## src/rtl/teamd_rx_word_fifo.sv

```systemverilog
// teamd_rx_word_fifo
//   Receive-side show-ahead FIFO placed behind the TEAMD asynchronous serial
//   interface. A word is captured on the rising edge of iLoad. Stored words
//   are handed to the consumer with a valid/request handshake. The block also
//   reports its occupancy and a sticky overrun flag.
//
// Ports
//   CLK      system clock; all state changes on the rising edge
//   Reset    synchronous, active-high reset
//   iD       received word (iD[0] = iD0 ... iD[6] = iD6)
//   iLoad    word-ready level from the serial interface control unit
//   RdReq    consumer pop request; ignored while empty
//   ClrOvr   clears Overrun (a drop on the same edge wins)
//   RdData   head-of-FIFO word, 0 when RdValid is low
//   RdValid  FIFO non-empty
//   Count    occupancy, 0..DEPTH
//   Full     Count == DEPTH
//   Empty    Count == 0
//   Overrun  sticky: a word was dropped because the FIFO was full
module teamd_rx_word_fifo #(
  parameter int WIDTH = 7,
  parameter int DEPTH = 4
) (
  input  logic                     CLK,
  input  logic                     Reset,
  input  logic [WIDTH-1:0]         iD,
  input  logic                     iLoad,
  input  logic                     RdReq,
  input  logic                     ClrOvr,
  output logic [WIDTH-1:0]         RdData,
  output logic                     RdValid,
  output logic [$clog2(DEPTH):0]   Count,
  output logic                     Full,
  output logic                     Empty,
  output logic                     Overrun
);

  localparam int AW = $clog2(DEPTH);
  localparam int CW = AW + 1;

  logic [WIDTH-1:0] mem [DEPTH];
  logic [AW-1:0]    wr_ptr;
  logic [AW-1:0]    rd_ptr;
  logic [CW-1:0]    count;
  logic             load_d;
  logic             ovr;

  logic             push;
  logic             pop;
  logic             is_full;
  logic             not_empty;
  logic             wr_en;
  logic             drop;

  // load_d resets high so that an iLoad level held through reset release
  // does not look like a rising edge.
  always_comb begin
    is_full   = (count == CW'(DEPTH));
    not_empty = (count != '0);
    push      = iLoad & ~load_d;
    pop       = RdReq & not_empty;
    // When full, a same-edge pop frees the head slot. wr_ptr equals rd_ptr
    // in that case, so the new word overwrites the word that is leaving.
    wr_en     = push & (~is_full | pop);
    drop      = push & is_full & ~pop;
  end

  always_ff @(posedge CLK) begin
    if (Reset) begin
      wr_ptr <= '0;
      rd_ptr <= '0;
      count  <= '0;
      load_d <= 1'b1;
      ovr    <= 1'b0;
    end else begin
      load_d <= iLoad;
      if (wr_en) wr_ptr <= wr_ptr + AW'(1);
      if (pop)   rd_ptr <= rd_ptr + AW'(1);
      unique case ({wr_en, pop})
        2'b10:   count <= count + CW'(1);
        2'b01:   count <= count - CW'(1);
        default: count <= count;
      endcase
      if (drop)        ovr <= 1'b1;
      else if (ClrOvr) ovr <= 1'b0;
    end
  end

  // The storage array needs no reset: its contents are only visible while
  // the count says they are valid.
  always_ff @(posedge CLK) begin
    if (!Reset && wr_en) mem[wr_ptr] <= iD;
  end

  always_comb begin
    RdValid = not_empty;
    RdData  = not_empty ? mem[rd_ptr] : '0;
    Count   = count;
    Full    = is_full;
    Empty   = ~not_empty;
    Overrun = ovr;
  end

endmodule

```

## config.mk

```make
export PLATFORM = sky130hd
export DESIGN_NAME = teamd_rx_word_fifo
export DESIGN_NICKNAME = d
export VERILOG_FILES = /design/src/rtl/teamd_rx_word_fifo.sv
export SDC_FILE = /design/constraint.sdc
export NUM_CORES = 1
export LEC_CHECK = 0
export BUFFER_PORTS_ARGS = -buffer_cell sky130_fd_sc_hd__buf_2
export CAP_MARGIN = 20
export CELL_PAD_IN_SITES_DETAIL_PLACEMENT = 1
export CELL_PAD_IN_SITES_GLOBAL_PLACEMENT = 1
export CORE_UTILIZATION = 45
export CTS_CLUSTER_SIZE = 25
export DETAILED_ROUTE_END_ITERATION = 10
export MAX_ROUTING_LAYER = met4
export PLACE_DENSITY = 0.78
export SLEW_MARGIN = 5
export SYNTH_ARGS = -nofsm -noshare
export SYNTH_HDL_FRONTEND = slang
export SYNTH_SLANG_ARGS = --single-unit
```

## constraint.sdc

```tcl
create_clock -name CLK -period 2.3 [get_ports CLK]
set_input_delay 0.115 -clock CLK [delete_from_list [all_inputs] [get_ports CLK]]
set_output_delay 0.115 -clock CLK [all_outputs]
set_load 0.03 [all_outputs]
```

==> out/metrics.yaml, run 1 <==
status: "completed"
grt_usage_pct: 20.03
ff2ff_setup_slack_ps: 330
grt_pass1_wl_microns: 5430
die-width_microns: 62.58
tritoncts: "yes"
totalWireLength_microns: 3249
cts_inserted_buffers: 5
hold_start: "ClrOvr"
antenna_found_initial: 0
num_rows: 21
ctsHoldBuffers: 8
dr.max_layer_used: "met4"
nets: 168
crit_type: "reg -> out"
antenna_cells: 0
hold_class: "in -> reg"
io-pin-count: 26
r2r_end: "Count[2]"
rsz0062_at_grt: "no"
drt_iter0_markers: 26
vias: 1015
worst_slew_pin_slew_ps: 487.3
globalplace.congestion: 0.7982
fillers: 360
cp_max_fo: 7
worstPathRequired_ps: 2180
cts_resized: 0
fmaxAchievable_mhz: 500.5
io_buffers: 25
synth_area_leader_cell: "edfxtp_1"
initial_core_util_pct: 48.35
htreeDepth: 2
syn_avg_cell_area_sq_um: 14.62
via_per_inst: 5.126
dp_hpwl_microns: 2307
skew_ps: 15.59
coreArea_sq_mm: 0.003416
yosysSeqAreaShare_pct: 64.24
synth-seq-cells: 39
cts_buffer_depth: 2
layout-drive-gt1-share_pct: 32.89
die-area_sq_mm: 0.003916
cts_setup_buffers: 0
report.final.slew_viol_count: 0
detail_route.wl_per_cell_microns: 16.41
holdPathEnd: "Overrun"
synthTopCellsByArea: "edfxtp_1, dfxtp_1, mux4_2"
clk_latency_ps: 350
clkTransAtPathRegs_ps: 120
leakage_nw: 0.7415
syn-num-nets: 130
arrival_ps: 1880
synth_top_area_share_pct: 50.91
placed_cell_area_sq_mm: 0.001837
reg2reg_depth: 6
syn_area_sq_mm: 0.001652
min_period_over_period_pct: 86.88
p_per_area_mw_per_mm2: 662.4
grt_overflow: 0
wl_met2_microns: 1753
cts.sinks: 39
ys_warn_count: 0
r2r-start: "Count[0]"
cts_root_buf: "clkbuf_4"
dr.pass1.iters: 4
startpoint_type: "flop"
ys_types: 32
grt_pass1_vias: 1104
route.detailed.drc: 0
finalCriticalPeriod_ps: 1998
syn_inst: 113
area_growth_pct: 20.99
setup_tns_ps: 0
grt_max_degree: 13
antenna_left: 0
peakVddDrop_uv: 285.0
final_area_sq_mm: 0.001998
chipHeight_microns: 62.58
wl_met3_microns: 114
relSlewSlack_pct: 67.47
hold_violations: 0
finalSetupViolCount: 0
max_cap_violations: 0
wl_met1_microns: 1319
crit_path_end_kind: "output pin"
whs_path_depth: 4
[layout by cell type, fill, tap and decap left out, types with 2 or more instances in the layout]
cell type	synthesis	layout
clkbuf_4	0	5
xnor2_1	2	2
xor2_1	2	2
nand3_1	3	3
a21oi_1	5	5
dlygate4sd3_1	0	8
and2_1	12	12
inv_1	5	5
dfxtp_1	11	8
dfxtp_2	0	3
buf_2	1	25
nor2_1	10	10
buf_4	0	2
nand2_1	3	3
ha_1	4	4
edfxtp_1	28	28
mux4_2	7	7
[final cells by class]
cell class                 instances  area [sq um]  share of cell area (%)
clock buffer                       7         76.32                   3.820
clock inverter                     1         5.005                  0.2505
inverter                           5         18.77                  0.9393
multi-input combinational         65         555.5                   27.80
sequential                        39          1065                   53.29
tap                               46         57.56                   2.880
timing repair buffer              35         220.2                   11.02
[registers in the layout, indices dropped and copies added, names as in the netlist, named ones only]
name     flops
wr_ptr       2
Overrun      1
mem         28
Count        3
load_d       1
rd_ptr       2
[cell families after synthesis]
group / count (synthesis) / synth area share, %
flops: 39 / 64.24
mux: 9 / 10.83
xor+xnor: 4 / 2.122
compound gates: 10 / 3.636
fa+ha+maj: 5 / 4.243
buf+inv: 9 / 2.121
simple gates: 37 / 12.80
[routing by layer]
layer  vias to the layer above  track usage (%)
li1                        485                -
met1                       507            21.76
met2                        18            34.10
met3                         5            6.204
met4                         0            7.849
met5                         -                -
[cell usage after synthesis (all sizes together)]
master	number
nor2b	1
o21ai	2
mux2	1
and2	12
a21o	1
clkbuf	2
xor2	2
nand3	3
nor3	1
and2b	1
or2	1
or3b	1
or3	2
nor4b	1
nand2b	1
mux4	7
inv	5
a21oi	5
a32oi	1
dfxtp	11
a211o	1
edfxtp	28
mux2i	1
fa	1
xnor2	2
buf	2
ha	4
nor2	10
nand2	3
[where the power goes]
part           switching (mW)  internal, mW
logic                  0.0643        0.0511
registers              0.0100         0.761
clock network           0.224         0.213
total                   0.298          1.03
[worst max-delay path by stage]
| stage | startpoint | endpoint | slack [ps] | depth (start not counted) |
|---|---|---|---|---|
| after CTS | flop | RdData[3] | 230 | 3 |
| after detailed placement | Count[0] | Count[2] | 320 | 6 |
| after global routing | flop | RdData[4] | 170 | 3 |
| after global placement | Count[0] | Count[2] | 410 | 6 |
| final | flop | RdData[3] | 300 | 3 |
| after floorplan | Count[0] | Count[2] | 60 | 7 |
[worst max-delay path: stages, from the launching register on]
cell and delay (ps):
dfxtp_1 640, mux4_2 560, and2_1 170, buf_2 170
[per-stage QoR]
stage / total power, mW / setup slack, ps / utilization (%) / std cells / hold slack (ps)
after global placement: 0.8862 / 413.2 / 53.77 / 182 / 326.2
after floorplan: 0.8526 / 64.04 / - / 113 / 213.9
final: 1.324 / 301.8 / 58.50 / 198 / 51.28
after detailed placement: 0.8929 / 324.8 / 53.77 / 182 / 331.7
after CTS: 1.339 / 232.6 / 58.50 / 198 / 31.43
after global routing: 1.371 / 167.5 / 58.50 / 198 / 90.45
Note: power is estimated with default switching activity, not from simulation.
==> run 2: changes to the inputs <==
- ABC_AREA: default -> 1
- CORE_UTILIZATION: 45 -> 43
- GPL_ROUTABILITY_DRIVEN: default -> 1
- PLACE_DENSITY: 0.78 -> 0.79
==> run 2 against run 1 <==
  * Clock power is 29% higher
  * Register-to-register slack better by 180 ps
  * Synthesized area is 0.76% higher
  * Maximum frequency is 4.6% higher
  * Sequential power is 11% higher
  * First-iteration DRC count is 130% higher
  * Clock-buffer cell count is 2 lower
  * Hold slack worse by 28 ps
==> out/metrics.yaml, run 2 <==
cts_root_buf: "clkbuf_8"
syn_avg_cell_area_sq_um: 10.40  # -29%
cp_max_fo: 15  # +8
ff2ff_setup_slack_ps: 510  # +180 ps
holdPathEnd: "Overrun"
clkTransAtPathRegs_ps: 80  # -40 ps
crit_type: "reg -> out"
area_growth_pct: 17.37
via_per_inst: 4.967  # -3.1%
setup_slack_ps: 389.2  # +87.41 ps
finalCriticalPeriod_ps: 1911  # -87.40 ps
totalWireLength_microns: 3598  # +11%
r2r_end: "mem[3][3]"
place_ws_ps: 525.5  # +200.7 ps
relSlewSlack_pct: 50.37  # -17 points
antenna_left: 0  # unchanged
reg2reg_depth: 6  # unchanged
startpoint_type: "flop"
fillers: 431  # +20%
layout_commonest_cell: "nor2_1"
finalSetupViolCount: 0  # unchanged
cts_inserted_buffers: 5  # unchanged
io-pin-count: 26  # unchanged
grt_pass1_vias: 1224  # +11%
drt_iter0_markers: 61  # +130%
setup_tns_ps: 0  # unchanged
yosysMostFrequentCell: "nor2_1"
syn-num-nets: 177  # +36%
seqCellArea_sq_mm: 0.001061  # -0.35%
clk_latency_ps: 290  # -60 ps
min_period_over_period_pct: 83.08  # -3.8 points
grt_pass1_wl_microns: 5975  # +10%
detail_route.wl_per_cell_microns: 15.05  # -8.3%
coreArea_sq_mm: 0.003689  # +8.0%
route.detailed.drc: 0  # unchanged
p_per_area_mw_per_mm2: 1114  # +68%
cts_setup_buffers: 0  # unchanged
antenna_found_initial: 0  # unchanged
cts.sinks: 39  # unchanged
globalplace.congestion: 0.7837  # -1.8%
num_rows: 22  # +4.8%
synth-seq-cells: 39  # unchanged
largest_reg_flops: 28  # unchanged
tritoncts: "yes"
report.final.slew_viol_count: 0  # unchanged
multiInputGateArea_sq_um: 508.0  # -8.6%
chipHeight_microns: 64.21  # +2.6%
fin_util_pct: 52.95  # -5.5 points
layout-drive-gt1-share_pct: 23.04  # -9.9 points
synthTopCellsByArea: "edfxtp_1, dfxtp_1, nor2_1"
initial_core_util_pct: 45.12  # -3.2 points
holdWs_ps: 23.67  # -27.61 ps
cp_slowest_stage_delay_ps: 640  # about the same
worst_slew_pin_slew_ps: 741.7  # +254.4 ps
final_area_sq_mm: 0.001953  # -2.3%
grt_usage_pct: 21.07  # +1.0 points
fmaxAchievable_mhz: 523.4  # +4.6%
hold_start: "Reset"
status: "completed"
max_cap_violations: 0  # unchanged
synth_top_area_share_pct: 50.53  # -0.38 points
ys_types: 24  # -25%
hold_class: "in -> reg"
crit_chain: "inv_1 > o21ai_0 > a21oi_1 > buf_2"
synthArstFlopShare_pct: 0  # unchanged
arrival_ps: 1800  # -80 ps
cts_resized: 0  # unchanged
ys_warn_count: 0  # unchanged
r2r-start: "Count[0]"
nets: 207  # +23%
skew_ps: 3.784  # -11.80 ps
yosysSeqAreaShare_pct: 63.76  # -0.48 points
whs_path_depth: 2  # -2
rsz0062_at_grt: "no"
synth_common_cells: "nor2_1, edfxtp_1, inv_1"
syn_area_sq_mm: 0.001664  # +0.76%
vias: 1187  # +17%
io_buffers: 25  # unchanged
ctsHoldBuffers: 0  # -8
yosys_most_used_dff: "edfxtp_1"
leakage_nw: 0.8052  # +8.6%
antenna_cells: 0  # unchanged
die-width_microns: 64.21  # +2.6%
final_cell_mix: "nor2_1, edfxtp_1, buf_2"
synth_edf_count: 28  # unchanged
hold_violations: 0  # unchanged
grt_max_degree: 16  # +3
dr.pass1.iters: 4  # unchanged
die-area_sq_mm: 0.004123  # +5.3%
worst_path_max_delay_cell: "dfxtp_1"
synth_area_leader_cell: "edfxtp_1"
grt_overflow: 0  # unchanged
peakVddDrop_uv: 553.4  # +94%
cts_buffer_depth: 2  # unchanged
syn_inst: 160  # +42%
htreeDepth: 2  # unchanged
dp_hpwl_microns: 2561  # +11%
worstPathRequired_ps: 2180  # about the same
crit_path_end_kind: "output pin"
largest_register: "mem"
placed_cell_area_sq_mm: 0.001841  # +0.20%
-- run 2: cell count changes in the layout (fill, tap and decap cells not counted), moves of 4 or more --
cell,change
inv_1,+13
a21oi_1,+7
mux4_2,-7
dlygate4sd3_1,-8
clkbuf_8,+4
o21ai_0,+14
nor2_1,+27
nand2_1,+6
clkbuf_4,-5
and2_1,-12
-- run 2: stage by stage --
stage                     cells  power (mW)
after floorplan             160       1.411
after CTS                   239       2.196
after detailed placement    231       1.624
final                       239       2.175
after global routing        239       2.297
after global placement      231       1.595
-- run 2: kinds of logic after synthesis --
logic type / share of synthesized area (%)
AOI/OAI and AO/OA: 8.722
DFF: 63.76
buffers and inverters: 5.714
and+or+nand+nor: 17.59
adders and majority gates: 4.211
-- run 2: critical path, delay by kind of cell, from the launching register on --
family,cells,cell delay [ps]
DFF,1,640
buffers and inverters,2,520
AOI/OAI and AO/OA,2,340
-- run 2: worst max path at each step --
stage | start | endpoint
3_3_place_gp | Count[1] | mem[3][5]
5_1_grt | flop | RdData[0]
6_report | flop | RdData[2]
3_5_place_dp | Count[1] | mem[3][5]
2_1_floorplan | Count[2] | RdData[0]
4_1_cts | flop | RdData[2]
-- run 2: power breakdown --
group / internal (mW) / switching, mW
sequential: 0.793 / 0.0594
clock: 0.323 / 0.241
combinational: 0.208 / 0.550
total: 1.32 / 0.851
-- run 2: layout make-up --
type                    instances  share of cell area [%]
well taps                      48                   3.075
repair buffers                 26                   6.791
clock inverters                 3                   2.242
inverters                      21                   4.036
flip-flops and latches         39                   54.32
multi-input cells              97                   26.01
clock buffers                   5                   3.523
-- run 2: routing by layer --
metal | vias to the layer above | global-route usage (%) | part of all wire [%] | routed length, microns
li1 | 587 | - | - | -
met1 | 572 | 24.25 | 43 | 1548
met2 | 23 | 34.31 | 51 | 1849
met3 | 5 | 6.071 | 3.8 | 138
met4 | 0 | 9.167 | 1.7 | 62
met5 | - | - | 0 | 0
==> run 3: changes to the inputs <==
- ABC_AREA: 1 -> 0
- CORE_UTILIZATION: 43 -> 41
- PLACE_DENSITY: 0.79 -> 0.75
- clock period: 2.3 -> 1.55 ns (I/O delays scaled with it)
==> run 3 against run 2 <==
  * The flow now finishes with violations (negative setup slack)
  * Sequential power grew 32%
  * Non-clock buffer count is 19 higher
  * Register-to-register slack worse by 720 ps
  * Die area grew 4.0%
  * Clock power up 52%
  * Critical path type is now reg -> reg
  * Critical endpoint is now Count[2]
  * Largest power group unchanged
==> out/metrics.yaml, run 3 (synthesized netlist as in run 1, its figures left out) <==
status: "finished with violations"
violations: "negative setup slack"
io_buffers: 25  # unchanged
finalSetupViolCount: 9  # +9
clkTransAtPathRegs_ps: 80  # about the same
antenna_left: 0  # unchanged
crit_path_end_kind: "flop"
totalWireLength_microns: 3681  # +2.3%
dr.pass1.iters: 4  # unchanged
cts_root_buf: "clkbuf_8"
peakVddDrop_uv: 866.6  # +57%
seqPwrFrac_pct: 50.9  # +12 points
largest_reg_flops: 28  # unchanged
seqCellArea_sq_mm: 0.001074  # +1.2%
layout-drive-gt1-share_pct: 51.85  # +29 points
report.final.slew_viol_count: 0  # unchanged
globalplace.congestion: 0.8815  # +12%
grt_overflow: 0  # unchanged
grt_pass1_vias: 1181  # -3.5%
setup_slack_ps: -209.9  # -599.1 ps
largest_register: "mem"
via_per_inst: 5.043  # +1.5%
max_cap_violations: 0  # unchanged
min_period_over_period_pct: 113.5
cts_inserted_buffers: 5  # unchanged
rsz0062_at_grt: "yes"
antenna_found_initial: 1  # +1
clk_latency_ps: 290  # about the same
startpoint_type: "flop"
multiInputGateArea_sq_um: 659.4  # +30%
hold_violations: 0  # unchanged
whs_path_depth: 1  # -1
cp_slowest_stage_delay_ps: 400  # -240 ps
route.detailed.drc: 0  # unchanged
tritoncts: "yes"
reg2reg_depth: 6  # unchanged
p_per_area_mw_per_mm2: 976.3  # -12%
fillers: 366  # -15%
grt_pass1_wl_microns: 5878  # -1.6%
die-width_microns: 65.47  # +2.0%
fmaxAchievable_mhz: 568.2
detail_route.wl_per_cell_microns: 17.45  # +16%
power.switching_mw: 0.5040  # -41%
finalCriticalPeriod_ps: 1760
grt_usage_pct: 20.22  # -0.85 points
setup_tns_ps: -767.1  # -767.1 ps
leakage_nw: 0.8379  # +4.1%
worstPathRequired_ps: 1730  # -450 ps
holdWs_ps: 8.309  # -15.36 ps
htreeDepth: 2  # unchanged
cp_max_fo: 3  # -12
coreArea_sq_mm: 0.003771  # +2.2%
netSwitchingFraction_pct: 22.63  # -16 points
relSlewSlack_pct: 75.79  # +25 points
ff2ff_setup_slack_ps: -210  # -720 ps
clkPwrFrac_pct: 38.5  # +13 points
layout_commonest_cell: "edfxtp_1"
p_int_mw: 1.723  # +30%
grt_max_degree: 15  # -1
hold_class: "in -> reg"
arrival_ps: 1940  # +140 ps
nets: 178  # -14%
num_rows: 22  # unchanged
drt_iter0_markers: 46  # -25%
initial_core_util_pct: 43.80  # -1.3 points
cts_buffer_depth: 2  # unchanged
dp_hpwl_microns: 2399  # -6.4%
crit_type: "reg -> reg"
area_growth_pct: 38.11
final_cell_mix: "edfxtp_1, buf_2, buf_4"
cts.sinks: 39  # unchanged
die-area_sq_mm: 0.004286  # +4.0%
worst_slew_pin_slew_ps: 362.7  # -379.0 ps
power_frac_comb_pct: 10.6  # -24 points
crit_chain: "buf_4 > inv_1 > fa_2 > or3_4 > a32oi_1 > a21oi_2"
skew_ps: 6.181  # +2.397 ps
vias: 1064  # -10%
io-pin-count: 26  # unchanged
worst_path_max_delay_cell: "fa_2"
chipHeight_microns: 65.47  # +2.0%
run 3: cell types whose count changed in the layout (fill, tap and decap cells not counted), sizes merged, moves of 3 or more:
cell         delta
mux4            +7
and2           +12
clkinv          -3
o21ai          -15
nor2           -29
inv            -14
a21oi           -7
nand2          -11
buf            +12
dlygate4sd3     +6
run 3: power groups by stage:
| stage | Sequential [mW] | Combinational [mW] | Clock, mW |
|---|---|---|---|
| final | 1.13 | 0.236 | 0.858 |
| after global routing | 1.13 | 0.253 | 0.916 |
| after CTS | 1.13 | 0.226 | 0.875 |
| after detailed placement | 1.16 | 0.188 | 0 |
| after global placement | 1.16 | 0.180 | 0 |
| after floorplan | 1.16 | 0.112 | 0 |
run 3: what timing repair did:
item / CTS / global route
buffers inserted: 0 / 0
endpoints found under the hold margin: 22 / 0
pin swaps: 8 / 0
setup endpoints to repair: 39 / 34
gates resized for setup: 33 / 10
hold buffers: 6 / 0
run 3: area by class of cell:
cell class / instances / area share, %
well taps: 48 / 2.633
diodes: 1 / 0.1097
inverters: 5 / 0.8228
flip-flops and latches: 39 / 47.07
clock buffers: 5 / 3.017
multi-input cells: 65 / 28.91
repair buffers: 45 / 15.41
clock inverters: 3 / 2.030
run 3: metrics by stage:
step / util, % / instances / setup WS (ps) / cell area (sq um) / total power [mW]
floorplan: - / 113 / -388.6 / 1708 / 1.273
global placement: 52.32 / 196 / -120.7 / 1973 / 1.335
detailed placement: 52.32 / 196 / -271.3 / 1973 / 1.344
CTS: 59.59 / 210 / -222.0 / 2247 / 2.235
global route: 60.48 / 211 / -275.6 / 2281 / 2.304
finish: 60.48 / 211 / -209.9 / 2281 / 2.227
run 3: worst max-delay path, delay by kind of cell, from the launching register on:
family,cells,cell delay (ps)
flip-flops,1,350
AND/OR/NAND/NOR,1,380
AO/OA/AOI/OAI,2,340
buffers and inverters,2,190
adder cells (fa/ha/maj),1,400
run 3: worst paths after layout:
check / startpoint / endpoint
worst max-delay path: Count[0] / Count[2]
worst min-delay path: iD[6] / mem[2][6]
worst max register to register: Count[0] / Count[2]
worst min register to register: wr_ptr[1] / wr_ptr[1]
run 3: metal layers:
| layer | routed length [microns] | track usage (%) | up-vias |
|---|---|---|---|
| met2 | 2000 | 33.51 | 19 |
| met5 | 0 | - | - |
| met1 | 1567 | 23.33 | 539 |
| li1 | - | - | 504 |
| met4 | 35 | 10.33 | 0 |
| met3 | 77 | 3.993 | 2 |
